File: config.mk
export PLATFORM = sky130hd
export DESIGN_NAME = noc_out_port_ctrl_flat
export DESIGN_NICKNAME = d
export VERILOG_FILES = /design/src/rtl/noc_out_port_ctrl_if.sv /design/src/rtl/noc_out_port_ctrl.sv /design/src/flat_wrapper.sv
export SDC_FILE = /design/constraint.sdc
export NUM_CORES = 1
export LEC_CHECK = 0
export BUFFER_PORTS_ARGS = -buffer_cell sky130_fd_sc_hd__buf_2
export CAP_MARGIN = 10
export CORE_MARGIN = 4
export CORE_UTILIZATION = 55
export CTS_BUF_LIST = sky130_fd_sc_hd__clkbuf_8
export CTS_CLUSTER_DIAMETER = 200
export DETAILED_ROUTE_END_ITERATION = 6
export PLACE_DENSITY = 0.94
export SYNTH_ARGS = -nofsm -noshare
export SYNTH_HDL_FRONTEND = slang
export SYNTH_SLANG_ARGS = --single-unit
File: constraint.sdc
create_clock -name clk -period 6.25 [get_ports clk]
set_input_delay 1.25 -clock clk [delete_from_list [all_inputs] [get_ports clk]]
set_output_delay 1.25 -clock clk [all_outputs]
set_load 0.01 [all_outputs]
File: src/rtl/noc_out_port_ctrl_if.sv
`default_nettype none
// ============================================================================
// Module   : noc_out_port_ctrl_if
// Brief    : Request/grant/select/credit bundle between one router output-port
//            controller and its surrounding arbiter, buffers and crossbar.
// Revision : 1.0 - initial release
// ============================================================================
interface noc_out_port_ctrl_if;
   logic [4:0] req;
   logic [4:0] tail;
   logic [4:0] arb_req;
   logic [4:0] arbitration;
   logic       credit_in;
   logic [4:0] sel;
   logic [4:0] pop;
   logic       out_valid;
   logic       credit_err;

   modport master (
      input  req, tail, arbitration, credit_in,
      output arb_req, sel, pop, out_valid, credit_err
   );

   modport slave (
      output req, tail, arbitration, credit_in,
      input  arb_req, sel, pop, out_valid, credit_err
   );
endinterface
`default_nettype wire

File: src/rtl/noc_out_port_ctrl.sv
`default_nettype none
// ============================================================================
// Module   : noc_out_port_ctrl
// Brief    : Wormhole output-port controller: arbitrates head flits, locks the
//            output to the winner until its tail, and tracks downstream credits.
// Revision : 1.0 - initial release
// ============================================================================
module noc_out_port_ctrl #(
   parameter int CREDITS = 4,
   parameter int CNT_W   = 3
) (
   input  logic                 clk,
   input  logic                 rst_n,
   noc_out_port_ctrl_if.master  bus
);

   typedef enum logic [0:0] {
      ST_IDLE   = 1'b0,
      ST_LOCKED = 1'b1
   } state_t;

   localparam logic [CNT_W-1:0] c_credits = CNT_W'(CREDITS);

   state_t           r_state;
   state_t           w_state_nxt;
   logic [4:0]       r_owner;
   logic [4:0]       w_owner_nxt;
   logic [CNT_W-1:0] r_credit_cnt;
   logic             r_credit_err;

   logic             w_has_credit;
   logic [4:0]       w_arb_req;
   logic [4:0]       w_sel;
   logic             w_out_valid;

   assign w_has_credit = (r_credit_cnt != '0);

   // Outputs are gated by rst_n so they drop the instant reset asserts.
   always_comb begin
      w_arb_req   = 5'b0;
      w_sel       = 5'b0;
      w_out_valid = 1'b0;
      w_state_nxt = r_state;
      w_owner_nxt = r_owner;
      if (rst_n) begin
         case (r_state)
            ST_IDLE: begin
               if (w_has_credit) begin
                  w_arb_req = bus.req;
               end
               if ($onehot(bus.arbitration) &&
                   ((bus.arbitration & ~w_arb_req) == 5'b0)) begin
                  w_sel       = bus.arbitration;
                  w_out_valid = 1'b1;
                  if ((bus.arbitration & bus.tail) == 5'b0) begin
                     w_state_nxt = ST_LOCKED;
                     w_owner_nxt = bus.arbitration;
                  end
               end
            end
            ST_LOCKED: begin
               // Arbiter request held at zero so its priority does not rotate mid-packet.
               if (((bus.req & r_owner) != 5'b0) && w_has_credit) begin
                  w_sel       = r_owner;
                  w_out_valid = 1'b1;
                  if ((bus.tail & r_owner) != 5'b0) begin
                     w_state_nxt = ST_IDLE;
                     w_owner_nxt = 5'b0;
                  end
               end
            end
            default: begin
               w_state_nxt = ST_IDLE;
               w_owner_nxt = 5'b0;
            end
         endcase
      end
   end

   always_ff @(posedge clk or negedge rst_n) begin
      if (!rst_n) begin
         r_state <= ST_IDLE;
         r_owner <= 5'b0;
      end else begin
         r_state <= w_state_nxt;
         r_owner <= w_owner_nxt;
      end
   end

   // A returned credit with the counter already full is a protocol error; the
   // counter saturates and the error flag sticks until reset.
   always_ff @(posedge clk or negedge rst_n) begin
      if (!rst_n) begin
         r_credit_cnt <= c_credits;
         r_credit_err <= 1'b0;
      end else begin
         if (bus.credit_in && !w_out_valid) begin
            if (r_credit_cnt == c_credits) begin
               r_credit_err <= 1'b1;
            end else begin
               r_credit_cnt <= r_credit_cnt + CNT_W'(1);
            end
         end else if (w_out_valid && !bus.credit_in) begin
            r_credit_cnt <= r_credit_cnt - CNT_W'(1);
         end
      end
   end

   assign bus.arb_req    = w_arb_req;
   assign bus.sel        = w_sel;
   assign bus.pop        = w_sel;
   assign bus.out_valid  = w_out_valid;
   assign bus.credit_err = r_credit_err;

endmodule
`default_nettype wire
File: src/flat_wrapper.sv
// flat-port wrapper written by rule: the top's interface ports become plain ports
module noc_out_port_ctrl_flat 
#(
   parameter int CREDITS = 4,
   parameter int CNT_W   = 3
)
  (clk, rst_n, bus_req, bus_tail, bus_arbitration, bus_credit_in, bus_arb_req, bus_sel, bus_pop, bus_out_valid, bus_credit_err);
  noc_out_port_ctrl_if bus_i ();
  input  logic clk;
  input  logic rst_n;
  input wire logic [$bits(bus_i.req)-1:0] bus_req;
  input wire logic [$bits(bus_i.tail)-1:0] bus_tail;
  input wire logic [$bits(bus_i.arbitration)-1:0] bus_arbitration;
  input wire logic [$bits(bus_i.credit_in)-1:0] bus_credit_in;
  output wire logic [$bits(bus_i.arb_req)-1:0] bus_arb_req;
  output wire logic [$bits(bus_i.sel)-1:0] bus_sel;
  output wire logic [$bits(bus_i.pop)-1:0] bus_pop;
  output wire logic [$bits(bus_i.out_valid)-1:0] bus_out_valid;
  output wire logic [$bits(bus_i.credit_err)-1:0] bus_credit_err;
  assign bus_i.req = bus_req;
  assign bus_i.tail = bus_tail;
  assign bus_i.arbitration = bus_arbitration;
  assign bus_i.credit_in = bus_credit_in;
  assign bus_arb_req = bus_i.arb_req;
  assign bus_sel = bus_i.sel;
  assign bus_pop = bus_i.pop;
  assign bus_out_valid = bus_i.out_valid;
  assign bus_credit_err = bus_i.credit_err;
  noc_out_port_ctrl #(.CREDITS(CREDITS), .CNT_W(CNT_W)) u_core (.clk(clk), .rst_n(rst_n), .bus(bus_i));
endmodule
==> flow_metrics.tcl <==
set metrics [dict create \
    finalCriticalPeriod_ns 5.05 \
    drcViolationCount 0 \
    yosysSeqAreaShare_pct 25.3 \
    clock_sinks 10 \
    viasPerCell 6.24 \
    wl_met1_um 1160 \
    cts_buffers 3 \
    maxUsedRoutingLayer "met4" \
    worstSkewPairLatency_ns 0.24 \
    syn_area_per_cell_um2 8.43 \
    totalPowerFinal_w 0.000412 \
    pre_cts_ws_ns 1.21 \
    cts-root-buf "clkbuf_8" \
    diodes 0 \
    final_cells 172 \
    finalCritPeriodShare_pct 80.8 \
    core_mm2 0.00173 \
    slowest_delay_ns 0.50 \
    holdBufCountCts 0 \
    rsz0062_at_grt "no" \
    reg2reg_to "u_core.r_credit_cnt[1]" \
    worstReg2RegStart "u_core.r_credit_cnt[2]" \
    htreeDepth 1 \
    fin_nets 171 \
    layout-drive-gt1-share_pct 30.6 \
    postLayoutCoreUtil_pct 69.4 \
    syn_area_um2 995 \
    dp_cells 168 \
    grt_antenna_before_repair 0 \
    first_iter_violations 38 \
    drt-total-wl_um 2740 \
    critPathBufInv 4 \
    gr-total-overflow 0 \
    ant_nets 0 \
    grt_pass1_wl_um 4240 \
    cp_data_arrival_time_ns 3.80 \
    firstDrtPassIters 4 \
    layout_setup_ws_ns 1.20 \
    post_cts_resized 0 \
    startpoint_type "input port" \
    setup_viol 0 \
    final_common_cell "buf_2" \
    yosys_register_bits 10 \
    p_per_area_mw_per_mm2 344 \
    syn_nets 141 \
    clk_path_buf_depth 2 \
    hold_start "u_core.bus.credit_err" \
    clk_pin_slew_ns 0.05 \
    grt_max_degree 18 \
    postCtsSetupBuffers 0 \
    holdPathStages 1 \
    tightest_slew_ns 0.655 \
    crit_path_top_delay_cell "o41ai_2" \
    maxSlewViolCount 0 \
    cts_tree "built" \
    place_hpwl_um 2050 \
    outcome "finished clean" \
    cpLargestDelayFamily "adder cells" \
    regArea_um2 251 \
    end_kind "output pin" \
    multi_input_area_um2 657 \
    die-area_mm2 0.00255 \
    cap_violations 0 \
    crit_fanout 6 \
    min_path_type "flop to flop" \
    ys_warn_count 0 \
    hold_viol 0 \
    die_h_um 50.5 \
    io_pins 35 \
    ys_types 42 \
    met2_length_um 1260 \
    start_util_pct 57.6 \
    synth_cells 118 \
    routedWlPerCell_um 16.0 \
    leakagePower_nw 0.533 \
    slew_headroom_pct 56.1 \
    vias 1073 \
    rrSetupSlack_ns 3.37 \
    reg2reg_depth 9 \
    grt_usage_pct 21.0 \
    place.port_buffers 34 \
    skew_ns 0.00942 \
    fillCellCount 145 \
    die_x_um 50.5 \
    setup_tns_ns 0 \
    first_global_vias 991 \
    routabilityCongestion 0.903 \
    fmax_ghz 0.198 \
    irDropWorstVdd_uv 208 \
    dr_wl_met3_um 283 \
    area_growth_pct 20.5 \
    min_to "u_core.bus.credit_err" \
    critical_path_class "input port to output pin" \
    std_cell_rows 15 \
    cp_cell_sequence "buf_2, ha_1, fa_1, inv_1, fa_1, nand2_1, or4_4, o41ai_2, nand2_1, inv_1, buf_2" \
    layout.cells.most_common_list "buf_2 (34), nand2_1 (14), dfrtp_1 (9)" \
    crit_required_ns 5.00 \
]
## Yosys cell counts
| library cell | count | area share, % |
|---|---|---|
| clkbuf_1 | 4 | 1.5 |
| or4_1 | 2 | 1.5 |
| a222oi_1 | 3 | 3.0 |
| o41ai_2 | 1 | 1.6 |
| nor4_1 | 1 | 0.63 |
| o211ai_1 | 5 | 3.8 |
| buf_4 | 5 | 3.8 |
| nor3_1 | 4 | 2.0 |
| a211oi_1 | 1 | 0.75 |
| nand2b_1 | 3 | 1.9 |
| a21oi_1 | 1 | 0.50 |
| a21boi_1 | 1 | 0.75 |
| nand3_1 | 2 | 1.0 |
| nor2b_1 | 4 | 2.5 |
| a31o_2 | 1 | 0.88 |
| a41o_1 | 1 | 1.0 |
| nand2_1 | 14 | 5.3 |
| a2111oi_0 | 1 | 0.88 |
| and2_1 | 5 | 3.1 |
| a221oi_1 | 1 | 0.88 |
| ha_1 | 2 | 2.5 |
| a221o_1 | 1 | 1.0 |
| inv_2 | 1 | 0.38 |
| nand3b_1 | 1 | 0.75 |
| nor2_1 | 7 | 2.6 |
| o22ai_1 | 1 | 0.63 |
| a22oi_1 | 7 | 5.3 |
| nor4_2 | 2 | 2.5 |
| nand4_1 | 1 | 0.63 |
| o221ai_1 | 1 | 0.88 |
| a31oi_1 | 2 | 1.3 |
| a311oi_1 | 1 | 0.88 |
| a32oi_1 | 5 | 4.4 |
| or4_4 | 1 | 1.1 |
| dfstp_2 | 1 | 2.6 |
| fa_1 | 3 | 6.0 |
| o41a_1 | 1 | 1.1 |
| o31ai_1 | 1 | 0.75 |
| mux2i_1 | 1 | 1.0 |
| inv_1 | 8 | 3.0 |
| dfrtp_1 | 9 | 23 |
| o21ai_0 | 1 | 0.50 |
## worst max path at each step
stage,start,to,slack (ns),depth (start not counted)
global route,bus_arbitration[2],bus_pop[2],1.06,11
CTS,bus_arbitration[2],bus_pop[1],1.22,11
finish,bus_arbitration[2],bus_out_valid,1.20,11
detailed placement,bus_arbitration[0],bus_out_valid,1.21,11
global placement,bus_arbitration[0],bus_out_valid,1.29,11
floorplan,bus_arbitration[0],bus_sel[0],1.44,10
## worst reg2reg max path, delay by kind of cell (launching register included)
kind	cells	cell delay, ns
AOI/OAI and AO/OA	4	1.18
DFF	1	0.61
and+or+nand+nor	4	0.52
adders and majority gates	1	0.45
## routing by layer
metal  track usage [%]  vias up
met5                 0        -
met4              9.87        0
met3              3.86        4
met2              35.7       57
met1              25.3      502
li1                  -      510
## kinds of logic after synthesis
logic type	count (synthesis)	share of synthesized area, %
simple gates	47	25.7
compound gates	37	30.8
buf+inv	18	8.68
mux	1	1.01
fa+ha+maj	5	8.55
flops	10	25.3
## registers in the layout (all words and copies together) (netlist names)
name                   flops
u_core.bus.credit_err      1
u_core.r_credit_cnt        3
u_core.r_owner             5
u_core.r_state             1
## metrics by stage
stage / hold WS (ns) / area (um2)
3_3_place_gp: 0.457 / 1140
6_report: 0.484 / 1200
3_5_place_dp: 0.467 / 1140
4_1_cts: 0.480 / 1200
5_1_grt: 0.502 / 1200
2_1_floorplan: 0.503 / 995
## layout make-up
type	instances	share of cell area, %
multi-input cells	90	54.8
inverters	9	2.82
flip-flops and latches	10	21.0
repair buffers	34	14.2
clock buffers	4	4.59
well taps	25	2.61
## report_power, final
| part | internal (W) | total [W] | switching [W] |
|---|---|---|---|
| registers | 0.0000937 | 0.000146 | 0.0000520 |
| clock network | 0.0000554 | 0.0000818 | 0.0000264 |
| logic | 0.0000860 | 0.000185 | 0.0000988 |
No activity file was read; power rests on OpenSTA's default activity.
